==> config.mk <==
export PLATFORM = sky130hd
export DESIGN_NAME = mult_nxn_seq
export DESIGN_NICKNAME = d
export VERILOG_FILES = /design/src/rtl/mult_nxn_seq.sv
export SDC_FILE = /design/constraint.sdc
export NUM_CORES = 1
export LEC_CHECK = 0
export ABC_AREA = 1
export CAP_MARGIN = 20
export CORE_MARGIN = 2
export CORE_UTILIZATION = 50
export CTS_CLUSTER_DIAMETER = 80
export DETAILED_ROUTE_END_ITERATION = 6
export PLACE_DENSITY = 0.68
export SYNTH_ARGS = -nofsm -noshare
export SYNTH_HDL_FRONTEND = slang
export SYNTH_SLANG_ARGS = --single-unit
==> constraint.sdc <==
create_clock -name clk -period 17.59 [get_ports clk]
set_input_delay 3.518 -clock clk [delete_from_list [all_inputs] [get_ports clk]]
set_output_delay 3.518 -clock clk [all_outputs]
set_load 0.02 [all_outputs]
==> src/rtl/mult_nxn_seq.sv <==
// Multi-cycle WIDTH x WIDTH multiplier built from CHUNK x CHUNK digit products.
// Operands are reduced to magnitudes at start. Only the significant digit pairs are
// visited, which skips leading zero digits. The sign is applied once in the FINISH cycle.
module mult_nxn_seq #(
  parameter int unsigned WIDTH = 32,
  parameter int unsigned CHUNK = 8
) (
  input  logic               clk,
  input  logic               reset,
  input  logic               start,
  input  logic               signed_mode,
  input  logic [WIDTH-1:0]   a,
  input  logic [WIDTH-1:0]   b,
  output logic               busy,
  output logic               done,
  output logic [2*WIDTH-1:0] product
);

  localparam int unsigned D  = WIDTH / CHUNK;
  localparam int unsigned IW = (D > 1) ? $clog2(D) : 1;

  typedef enum logic [1:0] {StIdle, StRun, StFinish} state_e;

  state_e               state_q, state_d;
  logic [WIDTH-1:0]     a_q, a_d, b_q, b_d;
  logic                 neg_q, neg_d;
  logic [IW-1:0]        na_q, na_d, nb_q, nb_d;  // index of top significant digit (NA-1, NB-1)
  logic [IW-1:0]        i_q, i_d, j_q, j_d;
  logic [2*WIDTH-1:0]   acc_q, acc_d;
  logic [2*WIDTH-1:0]   product_q, product_d;
  logic                 done_q, done_d;

  logic [WIDTH-1:0]     mag_a, mag_b;
  logic [CHUNK-1:0]     dig_a, dig_b;
  logic [2*CHUNK-1:0]   pp;
  int unsigned          ia, ja;

  // Index of the highest nonzero digit; zero when the operand is zero.
  function automatic logic [IW-1:0] top_digit(input logic [WIDTH-1:0] x);
    logic [IW-1:0] idx;
    idx = '0;
    for (int k = 0; k < int'(D); k++) begin
      if (x[k*CHUNK +: CHUNK] != '0) idx = IW'(k);
    end
    return idx;
  endfunction

  // Next-state logic: operand capture, digit-pair walk and result commit.
  always_comb begin
    state_d   = state_q;
    a_d       = a_q;
    b_d       = b_q;
    neg_d     = neg_q;
    na_d      = na_q;
    nb_d      = nb_q;
    i_d       = i_q;
    j_d       = j_q;
    acc_d     = acc_q;
    product_d = product_q;
    done_d    = 1'b0;

    // Two's-complement magnitude; the most negative value maps to 2^(WIDTH-1).
    mag_a = (signed_mode && a[WIDTH-1]) ? -a : a;
    mag_b = (signed_mode && b[WIDTH-1]) ? -b : b;

    ia    = 32'(i_q);
    ja    = 32'(j_q);
    dig_a = a_q[CHUNK*ia +: CHUNK];
    dig_b = b_q[CHUNK*ja +: CHUNK];
    pp    = (2*CHUNK)'(dig_a) * (2*CHUNK)'(dig_b);

    unique case (state_q)
      StIdle: begin
        if (start) begin
          a_d     = mag_a;
          b_d     = mag_b;
          neg_d   = signed_mode & (a[WIDTH-1] ^ b[WIDTH-1]);
          na_d    = top_digit(mag_a);
          nb_d    = top_digit(mag_b);
          i_d     = '0;
          j_d     = '0;
          acc_d   = '0;
          state_d = StRun;
        end
      end
      StRun: begin
        acc_d = acc_q + ((2*WIDTH)'(pp) << (CHUNK * (ia + ja)));
        if (j_q == nb_q) begin
          j_d = '0;
          if (i_q == na_q) state_d = StFinish;
          else             i_d     = i_q + 1'b1;
        end else begin
          j_d = j_q + 1'b1;
        end
      end
      StFinish: begin
        product_d = neg_q ? -acc_q : acc_q;
        done_d    = 1'b1;
        state_d   = StIdle;
      end
      default: state_d = StIdle;
    endcase
  end

  // State registers; reset aborts any operation in flight.
  always_ff @(posedge clk or posedge reset) begin
    if (reset) begin
      state_q   <= StIdle;
      a_q       <= '0;
      b_q       <= '0;
      neg_q     <= 1'b0;
      na_q      <= '0;
      nb_q      <= '0;
      i_q       <= '0;
      j_q       <= '0;
      acc_q     <= '0;
      product_q <= '0;
      done_q    <= 1'b0;
    end else begin
      state_q   <= state_d;
      a_q       <= a_d;
      b_q       <= b_d;
      neg_q     <= neg_d;
      na_q      <= na_d;
      nb_q      <= nb_d;
      i_q       <= i_d;
      j_q       <= j_d;
      acc_q     <= acc_d;
      product_q <= product_d;
      done_q    <= done_d;
    end
  end

  // Outputs: busy follows the state directly so reset clears it without a clock edge.
  always_comb begin
    busy    = (state_q != StIdle);
    done    = done_q;
    product = product_q;
  end

endmodule

==> run metrics <==
top cell type's share of synthesized area 25.8%; Fmax 122 MHz; ANT cells 0; Arr. time, crit path 8.62 ns; CTS tree done; Cell variety after synth 51; Critical Path Fanout Max 23; port bufs 133; Post-Syn Nets 3365; GP Congestion 1.02; Hold Vio Cnt, Final 0; post-synthesis compound-gate area fraction 13.5%; Cell Area, Synth 0.0198 mm²; cts repair resizes 0; Setup TNS 0 ns; post-route minimum period 8.21 ns; clk slew on worst S/H paths 0.06 ns; Area growth, synth to finish 12.7%; Pre-Repair DR Iteration Count 6; die height 203 µm; post-synthesis xor/xnor area fraction 3.41%; proportion of layout cells with a drive suffix above 1 3.65%; R2R Path End acc_q[23]$_DFFE_PP0P_; vias in the first global route 20400; EDFF count, synth 0; NumNets Final 3457; CP Capture Type flip-flop; root cell of the clock tree clkbuf_16; post-DR wirelength/cell 18.8 µm; initial core utilization 50.9%; cells on worst reg2reg path 29; final setup fails 0; Final Max Tran Viols 0; largest net degree at the start of global routing 129; ANT nets after route 0; hold-fix buffers at CTS 0; most frequent cells in the layout 925 x nand2_1, 502 x nor2_1, 380 x inv_1; worst skew pair latency 0.54 ns; Detailed Place HPWL 57900 µm; Setup CP Type flip-flop to flip-flop; worst hold path depth 2; via count 21100; slowest cell on the critical path dfrtp_1; Sink Count 204; most used cell, CP nand2_1; status finished, final reports clean; Clock Tree Buf Depth 3; total track usage 34.4%; Critical R2R Launch j_q[0]$_DFFE_PP0P_; cts bufs inserted 24; Final period util 46.7%; Post-Synth Adder-Cell Area 10.4%; hold endpoint product[29]$_DFFE_PP0P_; flop-to-flop setup slack 9.38 ns; Slew @ Worst Pin 1.00 ns; initial antenna violation count 0; drt total wl 71000 µm; slew margin rel. 33.3%; placement row count 72; total setup buffers inserted after CTS 0; Synth warnings 0; grt ovf 0; Synth Area in Simple Gates 37.6%; die width 203 µm; maxcap violations 0; Mapped Cells 3156; vias per inst 5.58; RSZ-0062 raised after global routing no; CORE AREA 0.0388 mm²; number of top-level pins 134; largest cells by area after synthesis dfrtp_1 26%, nand2_1 18%, nor2_1 9.5%; most common cell after layout, fill and taps aside nand2_1; Primary FF master, synth dfrtp_1; Die ar. 0.0412 mm²; mux contribution to synthesized area 0.0506%; Synth Register Bits 204; DRC Markers 0; min-delay worst type flip-flop to flip-flop; H-tree Lvls 1; sequential share of the synthesized area 25.8%; first-pass GRT wire length 110000 µm; Fill cells 3825; Hold Crit Start product[29]$_DFFE_PP0P_; Initial DRC Count 1816; slowest stage delay, CP 0.64 ns; Worst Clk Skew 0.0129 ns; largest family of logic cells by synthesized area simple AND/OR/NAND/NOR gates; CP required 18.00 ns; ys async rst share 100%; Avg Inst Size Synth 6.26 µm²; crit path launch type flip-flop; cell taking the most area after synthesis dfrtp_1
==> layer usage <==
metal	vias to the layer above	share of wire (%)	routed length [µm]	global-route usage (%)
li1	10300	-	-	-
met1	9719	41	28900	42.6
met2	855	46	32800	58.1
met3	191	6.0	4280	2.94
met4	0	7.0	4970	21.7
met5	-	0	0	0
==> worst max-delay path: cells and delay by family, from the launching register on <==
family	cells	cell delay (ns)
flops	1	0.64
simple gates	11	1.84
compound gates	7	1.88
fa+ha+maj	6	2.77
xor+xnor	1	0.19
buf+inv	4	0.75
==> per-stage QoR <==
step           worst slack [ns]  cell area (µm²)  utilization [%]  hold slack (ns)  cells
4_1_cts                    9.50            22300             57.3            0.482   3780
3_5_place_dp               9.55            21500             55.5            0.466   3739
3_3_place_gp               9.69            21500             55.5            0.466   3739
5_1_grt                    8.93            22300             57.4            0.501   3781
6_report                   9.38            22300             57.4            0.482   3781
2_1_floorplan              8.50            19800                -            0.449   3156
==> kinds of logic (layout without fill, tap and decap cells) <==
logic type / after synthesis / count (layout)
AOI/OAI and AO/OA: 472 / 472
buffers and inverters: 481 / 588
xor gates and xnor gates: 77 / 77
muxes: 1 / 1
adders and majority gates: 141 / 141
and+or+nand+nor: 1780 / 1780
DFF: 204 / 204
==> state kept, by name, indices dropped and copies added, names as in the netlist <==
name / count
done: 1
b_q: 32
state_q: 2
j_q: 2
a_q: 32
acc_q: 64
product: 64
na_q: 2
nb_q: 2
i_q: 2
neg_q: 1
==> synth_stat cells, types with 17 or more instances <==
master and count:
xor2_1 60, nand3b_1 28, fa_1 38, a21oi_1 142, inv_1 381, dfrtp_1 204, clkbuf_1 56, nand4_1 28
nor2_1 503, nand3_1 198, nor3_1 26, o22ai_1 32, a31oi_1 42, o21ai_0 162, nand2_1 926, ha_1 103
xnor2_1 17, o21ai_1 27
==> worst max-delay path by stage <==
stage | start | to | slack, ns | depth (start not counted)
2_1_floorplan | reset | a_q[0]$_DFFE_PP0P_ | 8.50 | 1
3_3_place_gp | i_q[0]$_DFFE_PP0P_ | acc_q[55]$_DFFE_PP0P_ | 9.69 | 32
3_5_place_dp | j_q[0]$_DFFE_PP0P_ | acc_q[23]$_DFFE_PP0P_ | 9.55 | 29
4_1_cts | j_q[0]$_DFFE_PP0P_ | acc_q[23]$_DFFE_PP0P_ | 9.50 | 29
5_1_grt | j_q[0]$_DFFE_PP0P_ | acc_q[61]$_DFFE_PP0P_ | 8.93 | 32
6_report | j_q[0]$_DFFE_PP0P_ | acc_q[23]$_DFFE_PP0P_ | 9.38 | 29
==> final cells by class <==
class                   instances  area (µm²)  area share [%]
well taps                     518         648            2.91
flip-flops and latches        204        5110            22.9
multi-input cells            2471       12900            57.7
repair buffers                144        1430            6.40
clock buffers                  35         693            3.11
inverters                     403        1520            6.82
clock inverters                 6        37.5           0.168
Power is left out: the tool's default activity adds up to more than one toggle a clock period on the data nets, which glitch-free logic cannot reach.
